$ cat src/rtl/sme_pkg.sv
// Shared types and constants for the string-match engine front-end scheduler.
package sme_pkg;

  typedef enum logic [2:0] {
    S_IDLE,
    S_STR,
    S_ARB,
    S_PAT,
    S_WAIT,
    S_RESP,
    S_GAP
  } state_t;

  // Special characters understood by the match engine.
  localparam logic [7:0] SPACE  = 8'h20;
  localparam logic [7:0] STAR   = 8'h2a;
  localparam logic [7:0] CARET  = 8'h5e;
  localparam logic [7:0] DOLLAR = 8'h24;
  localparam logic [7:0] DOT    = 8'h2e;

  // Engine limits and default watchdog length.
  localparam int PAT_MAX_DEF = 8;
  localparam int STR_MAX_DEF = 32;
  localparam int TIMEOUT_DEF = 64;

endpackage

$ cat src/rtl/rr_arbiter.sv
// Round-robin arbiter: grants the first asserted request at or after ptr_i,
// wrapping around. Purely combinational; the caller owns the pointer.
module rr_arbiter
  import sme_pkg::*;
#(
  parameter int NREQ = 4
) (
  input  logic [NREQ-1:0]         req_i,
  input  logic [$clog2(NREQ)-1:0] ptr_i,
  output logic [NREQ-1:0]         gnt_o,
  output logic [$clog2(NREQ)-1:0] id_o,
  output logic                    any_o
);

  localparam int IDW = $clog2(NREQ);

  logic [IDW:0]   sum;
  logic [IDW-1:0] idx;
  logic           found;

  // Scan requesters starting at the pointer; the first hit wins.
  always_comb begin
    gnt_o = '0;
    id_o  = '0;
    found = 1'b0;
    sum   = '0;
    idx   = '0;
    for (int i = 0; i < NREQ; i++) begin
      sum = {1'b0, ptr_i} + (IDW+1)'(i);
      if (sum >= (IDW+1)'(NREQ)) sum = sum - (IDW+1)'(NREQ);
      idx = sum[IDW-1:0];
      if (!found && req_i[idx]) begin
        found      = 1'b1;
        gnt_o[idx] = 1'b1;
        id_o       = idx;
      end
    end
    any_o = found;
  end

endmodule

$ cat src/rtl/sme_query_sched.sv
// Front-end scheduler for the single-engine string-match core: loads one host
// string, then time-shares the engine among pattern requesters round-robin,
// returning each tagged result (or a watchdog error) to its owner.
module sme_query_sched
  import sme_pkg::*;
#(
  parameter int NREQ    = 4,
  parameter int PAT_MAX = PAT_MAX_DEF,
  parameter int STR_MAX = STR_MAX_DEF,
  parameter int TIMEOUT = TIMEOUT_DEF
) (
  input  logic                      clk,
  input  logic                      reset,
  input  logic                      str_valid,
  input  logic [7:0]                str_char,
  input  logic                      str_last,
  output logic                      str_ready,
  input  logic [NREQ-1:0]           req,
  input  logic [NREQ*8*PAT_MAX-1:0] pat_data,
  input  logic [NREQ*4-1:0]         pat_len,
  output logic [NREQ-1:0]           gnt,
  output logic                      eng_isstring,
  output logic                      eng_ispattern,
  output logic [7:0]                eng_chardata,
  input  logic                      eng_valid,
  input  logic                      eng_match,
  input  logic [4:0]                eng_index,
  output logic                      resp_valid,
  output logic [$clog2(NREQ)-1:0]   resp_id,
  output logic                      resp_match,
  output logic [4:0]                resp_index,
  output logic                      resp_err
);

  localparam int IDW = $clog2(NREQ);
  localparam int PW  = 8 * PAT_MAX;
  localparam int LW  = $clog2(PAT_MAX + 1);
  localparam int SW  = $clog2(STR_MAX + 1);
  localparam int TW  = $clog2(TIMEOUT + 1);

  state_t         state_q, state_d;
  logic           str_loaded_q, str_loaded_d;
  logic [SW-1:0]  str_cnt_q, str_cnt_d;
  logic [IDW-1:0] rr_q, rr_d;
  logic [IDW-1:0] id_q, id_d;
  logic [PW-1:0]  pat_q, pat_d;
  logic [LW-1:0]  len_q, len_d;
  logic [LW-1:0]  k_q, k_d;
  logic [TW-1:0]  timer_q, timer_d;
  logic           isstring_q, isstring_d;
  logic           ispattern_q, ispattern_d;
  logic [7:0]     chardata_q, chardata_d;
  logic           resp_valid_q, resp_valid_d;
  logic [IDW-1:0] resp_id_q, resp_id_d;
  logic           resp_match_q, resp_match_d;
  logic [4:0]     resp_index_q, resp_index_d;
  logic           resp_err_q, resp_err_d;

  logic [NREQ-1:0] arb_gnt;
  logic [IDW-1:0]  arb_id;
  logic            arb_any;
  logic [PW-1:0]   arb_pat;
  logic [LW-1:0]   arb_len;
  logic [7:0]      pat_char;

  // Zero-length requests still send one char; over-long ones are cut to the engine limit.
  function automatic logic [LW-1:0] clamp_len(input logic [3:0] l);
    if (l == 4'd0) return LW'(1);
    if (int'(l) > PAT_MAX) return LW'(PAT_MAX);
    return LW'(l);
  endfunction

  rr_arbiter #(.NREQ(NREQ)) u_arb (
    .req_i (req),
    .ptr_i (rr_q),
    .gnt_o (arb_gnt),
    .id_o  (arb_id),
    .any_o (arb_any)
  );

  assign arb_pat  = pat_data[int'(arb_id)*PW +: PW];
  assign arb_len  = clamp_len(pat_len[int'(arb_id)*4 +: 4]);
  assign pat_char = pat_q[int'(k_q)*8 +: 8];

  assign str_ready     = (state_q == S_IDLE) || (state_q == S_STR);
  assign gnt           = (state_q == S_ARB) ? arb_gnt : '0;
  assign eng_isstring  = isstring_q;
  assign eng_ispattern = ispattern_q;
  assign eng_chardata  = chardata_q;
  assign resp_valid    = resp_valid_q;
  assign resp_id       = resp_id_q;
  assign resp_match    = resp_match_q;
  assign resp_index    = resp_index_q;
  assign resp_err      = resp_err_q;

  // Next-state and registered-output logic for the scheduler FSM.
  always_comb begin
    state_d      = state_q;
    str_loaded_d = str_loaded_q;
    str_cnt_d    = str_cnt_q;
    rr_d         = rr_q;
    id_d         = id_q;
    pat_d        = pat_q;
    len_d        = len_q;
    k_d          = k_q;
    timer_d      = timer_q;
    isstring_d   = 1'b0;
    ispattern_d  = 1'b0;
    chardata_d   = 8'h00;
    resp_valid_d = 1'b0;
    resp_id_d    = resp_id_q;
    resp_match_d = resp_match_q;
    resp_index_d = resp_index_q;
    resp_err_d   = resp_err_q;

    case (state_q)
      S_IDLE: begin
        // A waiting string char wins over patterns so they match the new string.
        if (str_valid) begin
          str_loaded_d = str_last;
          str_cnt_d    = SW'(1);
          isstring_d   = 1'b1;
          chardata_d   = str_char;
          state_d      = str_last ? S_GAP : S_STR;
        end else if (str_loaded_q && arb_any) begin
          state_d = S_ARB;
        end
      end
      S_STR: begin
        if (str_valid) begin
          // Chars beyond the engine limit are taken but not forwarded.
          if (str_cnt_q < SW'(STR_MAX)) begin
            isstring_d = 1'b1;
            chardata_d = str_char;
            str_cnt_d  = str_cnt_q + 1'b1;
          end
          if (str_last) begin
            str_loaded_d = 1'b1;
            state_d      = S_GAP;
          end
        end
      end
      S_ARB: begin
        if (arb_any) begin
          id_d        = arb_id;
          pat_d       = arb_pat;
          len_d       = arb_len;
          k_d         = LW'(1);
          rr_d        = (arb_id == IDW'(NREQ - 1)) ? '0 : arb_id + 1'b1;
          ispattern_d = 1'b1;
          chardata_d  = arb_pat[7:0];
          state_d     = S_PAT;
        end else begin
          state_d = S_IDLE;
        end
      end
      S_PAT: begin
        if (k_q < len_q) begin
          ispattern_d = 1'b1;
          chardata_d  = pat_char;
          k_d         = k_q + 1'b1;
        end else begin
          timer_d = '0;
          state_d = S_WAIT;
        end
      end
      S_WAIT: begin
        if (eng_valid) begin
          resp_valid_d = 1'b1;
          resp_id_d    = id_q;
          resp_match_d = eng_match;
          resp_index_d = eng_index;
          resp_err_d   = 1'b0;
          state_d      = S_RESP;
        end else if (timer_q == TW'(TIMEOUT - 1)) begin
          resp_valid_d = 1'b1;
          resp_id_d    = id_q;
          resp_match_d = 1'b0;
          resp_index_d = 5'd0;
          resp_err_d   = 1'b1;
          state_d      = S_RESP;
        end else begin
          timer_d = timer_q + 1'b1;
        end
      end
      S_RESP: begin
        resp_id_d    = '0;
        resp_match_d = 1'b0;
        resp_index_d = 5'd0;
        resp_err_d   = 1'b0;
        state_d      = S_GAP;
      end
      S_GAP: begin
        // One quiet cycle lets the engine recover before the next job.
        state_d = S_IDLE;
      end
      default: state_d = S_IDLE;
    endcase
  end

  // State and output registers; reset discards any partial job or string.
  always_ff @(posedge clk or posedge reset) begin
    if (reset) begin
      state_q      <= S_IDLE;
      str_loaded_q <= 1'b0;
      str_cnt_q    <= '0;
      rr_q         <= '0;
      id_q         <= '0;
      pat_q        <= '0;
      len_q        <= '0;
      k_q          <= '0;
      timer_q      <= '0;
      isstring_q   <= 1'b0;
      ispattern_q  <= 1'b0;
      chardata_q   <= 8'h00;
      resp_valid_q <= 1'b0;
      resp_id_q    <= '0;
      resp_match_q <= 1'b0;
      resp_index_q <= 5'd0;
      resp_err_q   <= 1'b0;
    end else begin
      state_q      <= state_d;
      str_loaded_q <= str_loaded_d;
      str_cnt_q    <= str_cnt_d;
      rr_q         <= rr_d;
      id_q         <= id_d;
      pat_q        <= pat_d;
      len_q        <= len_d;
      k_q          <= k_d;
      timer_q      <= timer_d;
      isstring_q   <= isstring_d;
      ispattern_q  <= ispattern_d;
      chardata_q   <= chardata_d;
      resp_valid_q <= resp_valid_d;
      resp_id_q    <= resp_id_d;
      resp_match_q <= resp_match_d;
      resp_index_q <= resp_index_d;
      resp_err_q   <= resp_err_d;
    end
  end

endmodule

$ cat config.mk
export PLATFORM = sky130hd
export DESIGN_NAME = sme_query_sched
export DESIGN_NICKNAME = d
export VERILOG_FILES = /design/src/rtl/sme_pkg.sv /design/src/rtl/rr_arbiter.sv /design/src/rtl/sme_query_sched.sv
export SDC_FILE = /design/constraint.sdc
export NUM_CORES = 1
export LEC_CHECK = 0
export CAP_MARGIN = 30
export CORE_ASPECT_RATIO = 1.1
export CORE_UTILIZATION = 40
export CTS_BUF_LIST = sky130_fd_sc_hd__clkbuf_8
export DETAILED_ROUTE_END_ITERATION = 6
export HOLD_SLACK_MARGIN = 0.06
export PLACE_DENSITY = 0.87
export RECOVER_POWER = 25
export SYNTH_ARGS = -nofsm -noshare
export SYNTH_HDL_FRONTEND = slang
export SYNTH_SLANG_ARGS = --single-unit
export TNS_END_PERCENT = 50
$ cat constraint.sdc
create_clock -name clk -period 3.76 [get_ports clk]
set_input_delay 0.752 -clock clk [delete_from_list [all_inputs] [get_ports clk]]
set_output_delay 0.752 -clock clk [all_outputs]
set_load 0.05 [all_outputs]
After elaboration in Yosys (flattened, before gate mapping)
Index checks and enable logic that the tools add are counted.
{"block": "classes", "addsub": 11, "multipliers": 0, "n_div": 0, "order_cmp": 15, "n_eq_ne": 18, "n_shift": 3, "muxes": 94, "n_bitwise": 3, "reduce_logical": 25}
{"operator": "$shiftx A256 B9 Y64", "count": 1}
{"operator": "$shiftx A64 B8 Y8", "count": 1}
{"operator": "$mux W4", "count": 11}
{"operator": "$mux W8", "count": 5}
{"operator": "$pmux W8 S4", "count": 1}
{"operator": "$mux W1", "count": 30}
{"operator": "$mux W2", "count": 12}
{"operator": "$mux W3", "count": 8}
{"operator": "$mux W7", "count": 3}
{"operator": "$mux W6", "count": 3}
{"operator": "$pmux W3 S6", "count": 1}
{"operator": "$ne A2 B2 Y1 const B", "count": 8}
{"operator": "$shiftx A16 B5 Y4", "count": 1}
{"operator": "$pmux W7 S2", "count": 1}
{"operator": "$lt A2 B3 Y1 const B", "count": 4}
{"operator": "$or A4 B4 Y4", "count": 3}
{"operator": "$pmux W6 S2", "count": 1}
{"operator": "$reduce_and A4 Y1", "count": 3}
{"operator": "$mux W5", "count": 2}
{"operator": "$pmux W1 S2", "count": 5}
{"operator": "$pmux W5 S2", "count": 1}
{"operator": "$ge A3 B3 Y1 const B", "count": 3}
{"operator": "$bmux W1 S2", "count": 4}
{"operator": "$demux W1 S2", "count": 4}
{"operator": "other kinds (31)", "count": 53}
{"block": "word_totals", "regBits": 113, "latchBits": 0, "ramBits": 0, "mem_bits_ro": 0, "inputBits": 295, "out_inout_bits": 25, "wordCells": 186, "memories": 0}

Depth between registers and ports, before layout
{"block": "depth", "word_depth": 20, "ltp_mapped": 14, "ltp_nobuf": 9}

Modules after synthesis
A second synthesis with hierarchy kept.
{"block": "hier_totals", "hier_cells": 643, "area_unflattened_um2": 7265.7}
{"module": "sme_query_sched", "instances": 1, "cells_per_inst": 598, "area_per_inst_um2": 6844.1, "seq_area_each_um2": 2827.7}
{"module": "rr_arbiter", "instances": 1, "cells_per_inst": 45, "area_per_inst_um2": 421.7, "seq_area_each_um2": 0.0}

Worst setup path after synthesis
No wires, ideal clock.
{"block": "synth_timing", "kind": "register to output", "from": "reg rr_q[0]", "to": "out gnt[0]", "arrival_ps": 3060, "required_time_ps": 3008, "slack_ps": -52, "path_stages_with_launch": 11, "path_buffers": 1, "cell_sequence": "dfrtp_1 > buf_2 > inv_1 > ha_1 > mux2_4 > nor2_1 > a31oi_1 > a211oi_1 > a22o_1 > mux2i_1 > a21oi_1"}
{"block": "synth_between", "elab_chain_len": 15, "elab_cells_between_ends": 60, "cone_classes": "add/sub (7); order compare (12); mux (28); bitwise (3); reduce/logical (10)"}
{"element": "start: declaration", "line": "sme_query_sched.sv:44", "rtl": "logic [IDW-1:0] rr_q, rr_d;"}
{"element": "start signal: assignment", "line": "sme_query_sched.sv:225", "rtl": "rr_q <= rr_d;"}
{"element": "parallel branches: the longest is 13 deep, another holds $add A2 B1 Y3"}
{"element": "$mux W4 *", "line": "rr_arbiter.sv:32", "rtl": "if (!found && req_i[idx]) begin"}
{"element": "$mux W4 *", "line": "sme_query_sched.sv:86", "rtl": "assign gnt = (state_q == S_ARB) ? arb_gnt : '0;"}
{"element": "end: declaration", "line": "sme_query_sched.sv:21", "rtl": "output logic [NREQ-1:0] gnt,"}
Mark *: on every way between the ends. The select of a mux whose other input is x is not followed.

Worst setup path in the final report
{"block": "layout_timing", "from": "reg rr_q[0]", "to": "out gnt[2]"}
The elaborated chain is that of the path after synthesis.

==> results by group <==
Run status
  – Status: finished, violations left
  – Failing checks: capacitance limit, slew limit

Yosys
  – Simple logic cell fraction of the synthesized area: 18.8%
  – Synthesized instance count: slightly above 800
  – XOR/XNOR Fraction of Synth Area: 1.16%
  – Yosys warning count: 0
  – Mux share of post-synthesis cell area: 18.4%
  – Avg Inst Size Synth: 9.29 um^2
  – Mapped Area: 7580 um^2
  – Syn_nets: 1125
  – Library cells used by synthesis: between 40 and 50
  – Sequential area share after synthesis: a little under two fifths
  – Largest family of logic cells by synthesized area: simple AND/OR/NAND/NOR gates
  – Register bit total from synthesis: 113
  – Compound-gate portion of the synthesized area: between 10% and 20%
  – Adder-Cell Fraction of Synth Area: 2.31%

Routing
  – Via count: roughly 7700
  – Initial DRT Pass Iterations: 5
  – WL per Instance: 18.9 um
  – Routed WL: ~26 mm
  – Initial DRC Count: 429
  – Routed Antenna Nets: 0
  – Vias per cell: 5.61
  – DRC viols: 0

STA
  – Setup TNS: 0 ns
  – Rel. slew slack: -20.4%
  – FMAX: 280 MHz
  – Post-route setup slack: 0.189 ns
  – Worst-margin pin slew: 1.81 ns
  – Clk_skew: between 0.008 and 0.009 ns
  – Endpoints failing setup: 0
  – Minimum clock period: 3.57 ns
  – Unrepaired setup endpoints after global routing: no
  – Crit share post-route: 95.0%
  – Final Hold Viols: 0
  – Slew Viols, Final: 68

Placed design
  – Hpwl dp: 19.9 mm
  – Inst Count DP: 1337
  – DP Worst Slack: 0.235 ns
  – IO Port Bufs: between 300 and 400
  – GP Congestion: 0.880

Setup path
  – CP required: between 3 and 4 ns
  – Crit-path max FO: 6
  – CP Capture Type: output port
  – Crit Path Class: reg -> out
  – CP arrival: 2.82 ns
  – Critical Path Start Type: flip-flop

Global routing
  – Gr ovfl total: 0
  – Gr usage total: 27.2%
  – Antenna violations before repair: 1
  – Vias in the first global route: between 7000 and 8000
  – Largest net degree at the start of global routing: 70
  – First-pass GRT wire length: between 40 and 50 mm

Cells and area
  – Fin nets: 1423
  – Fill count: 1565
  – Area Growth Syn to Fin: 51.7%
  – Non-Filler Instances: 1369
  – N_diodes: 0
  – Layout cells sized above 1: between 10% and 20%
  – Util after Layout: 62.2%

Die
  – Initial Utilization: just over 40%
  – Die area: 19500 um^2
  – Row Count: 52
  – I/O pins: 320
  – Die height: 146 um
  – Core area: 18500 um^2
  – Die Wd: roughly 130 um

CTS
  – Clock Latency Late Sink: 0.43 ns
  – Root Buffer: clkbuf_8
  – Sink Count: 113
  – Worst-path clk slew: 0.06 ns
  – Total number of H-tree levels: 4
  – CTS buffer count: 17
  – TritonCTS clock tree: built
  – CTS Buffer Depth: 2

Power
  – Pwr Density: 774 nW/um^2
  – Leakage Power: 4.81 nW
  – Max VDD drop: 443 uV

Worst hold path
  – HP Class: reg -> reg

Run
  – Maxcap violations: 1
==> Yosys cell counts (all sizes together) <==
master | instances | area (um^2)
and3b | 1 | 8.76
a21boi | 2 | 15.0
a21oi | 19 | 106
mux2i | 12 | 120
ha | 14 | 175
nand3 | 12 | 60.1
nand2b | 8 | 50.1
o32a | 1 | 22.5
nand2 | 183 | 689
a22o | 8 | 70.1
buf | 31 | 185
nor2 | 31 | 116
nand3b | 2 | 15.0
a2bb2oi | 2 | 17.5
nor4 | 3 | 18.8
clkbuf | 40 | 150
nor3b | 1 | 7.51
nor2b | 3 | 18.8
mux4 | 28 | 631
o21ai | 16 | 80.1
o32ai | 1 | 16.3
a31oi | 58 | 363
and2 | 2 | 15.0
o311a | 1 | 10.0
o211ai | 8 | 60.1
mux2 | 57 | 646
o21a | 1 | 7.51
nor3 | 3 | 15.0
a22oi | 2 | 15.0
a211oi | 58 | 435
o22ai | 1 | 6.26
a211o | 1 | 8.76
xor2 | 10 | 87.6
and3 | 60 | 375
dfrtp | 113 | 2830
o22a | 1 | 8.76
nand4b | 1 | 8.76
o311ai | 2 | 17.5
a21o | 4 | 30.0
inv | 11 | 41.3
nand4 | 4 | 25.0
==> layout by cell type (no fill, tap or decap), drive strengths merged, types with 12 or more instances in the layout <==
master | Yosys | final
clkbuf | 40 | 21
dfrtp | 113 | 113
clkdlybuf4s50 | 0 | 314
a31oi | 58 | 58
o21ai | 16 | 16
buf | 31 | 34
ha | 14 | 14
a21oi | 19 | 19
inv | 11 | 15
nand3 | 12 | 12
and3 | 60 | 60
mux2i | 12 | 12
mux2 | 57 | 57
nor2 | 31 | 31
mux4 | 28 | 28
a211oi | 58 | 58
nand2 | 183 | 183
==> through the flow <==
| step | area, um^2 | hold WS, ns | power, mW |
|---|---|---|---|
| floorplan | 7580 | 0.441 | 6.00 |
| global placement | 11100 | 0.472 | 7.65 |
| detailed placement | 11100 | 0.486 | 7.81 |
| CTS | 11500 | 0.498 | 8.92 |
| global route | 11500 | 0.521 | 9.55 |
| finish | 11500 | 0.500 | 8.89 |
==> area by class of cell <==
| type | count | area [um^2] | area share (%) |
|---|---|---|---|
| multi-input combinational | 621 | 4400 | 38.3 |
| timing repair buffer | 350 | 3540 | 30.8 |
| sequential | 113 | 2830 | 24.6 |
| tap | 243 | 304 | 2.65 |
| clock buffer | 20 | 275 | 2.40 |
| clock inverter | 11 | 98.8 | 0.860 |
| inverter | 11 | 42.5 | 0.370 |
==> worst max-delay path, stage by stage (launching register included) <==
cell	delay [ns]
dfrtp_1	0.38
inv_1	0.17
ha_1	0.30
mux2_4	0.32
nor2_1	0.12
a31oi_1	0.08
a211oi_1	0.23
buf_4	0.17
a22o_1	0.12
mux2i_1	0.06
a21oi_1	0.26
buf_12	0.18
==> repair_timing <==
action / in CTS / in global routing
hold buffers: 0 / 0
gates resized for setup: 0 / 1
setup endpoints to repair: 0 / 2
buffers inserted: 0 / 0
==> per-layer routing <==
| metal | track usage, % | share of wire [%] |
|---|---|---|
| met5 | 0 | 0.050 |
| met4 | 9.09 | 2.6 |
| met3 | 5.80 | 6.2 |
| met2 | 47.1 | 51 |
| met1 | 33.6 | 40 |
==> sequential cells by signal, summed over array words and instances (netlist names), 2 cells and up <==
name          flops
timer_q           7
eng_chardata      8
resp_index        5
rr_q              2
len_q             4
str_cnt_q         6
pat_q            64
state_q           3
id_q              2
k_q               4
resp_id           2
==> report_power, final <==
part           switching [mW]  leakage (nW)  internal (mW)  total [mW]
combinational            3.11          3.21           2.55        5.66
clock                   0.467         0.214          0.621        1.09
sequential              0.389          1.38           1.76        2.15
total                    3.97          4.81           4.93        8.89
==> cell families after synthesis <==
kind of cell,count (synthesis)
AND/OR/NAND/NOR,314
AO/OA/AOI/OAI,186
flip-flops,113
multiplexers,97
buffers and inverters,82
adder cells (fa/ha/maj),14
XOR/XNOR,10
==> worst paths after layout <==
| check | start | to | slack, ns | cells past startpoint |
|---|---|---|---|---|
| min in group asynchronous | reset | pat_q[36] | 0.63 | 2 |
| min reg2reg | str_cnt_q[0] | str_cnt_q[0] | 0.50 | 1 |
| max reg2reg | rr_q[0] | pat_q[33] | 0.55 | 11 |
| min | str_cnt_q[0] | str_cnt_q[0] | 0.50 | 1 |
| max | rr_q[0] | gnt[2] | 0.19 | 11 |
| max in group asynchronous | reset | str_cnt_q[3] | 1.19 | 4 |
(Power assumes the default switching activity.)
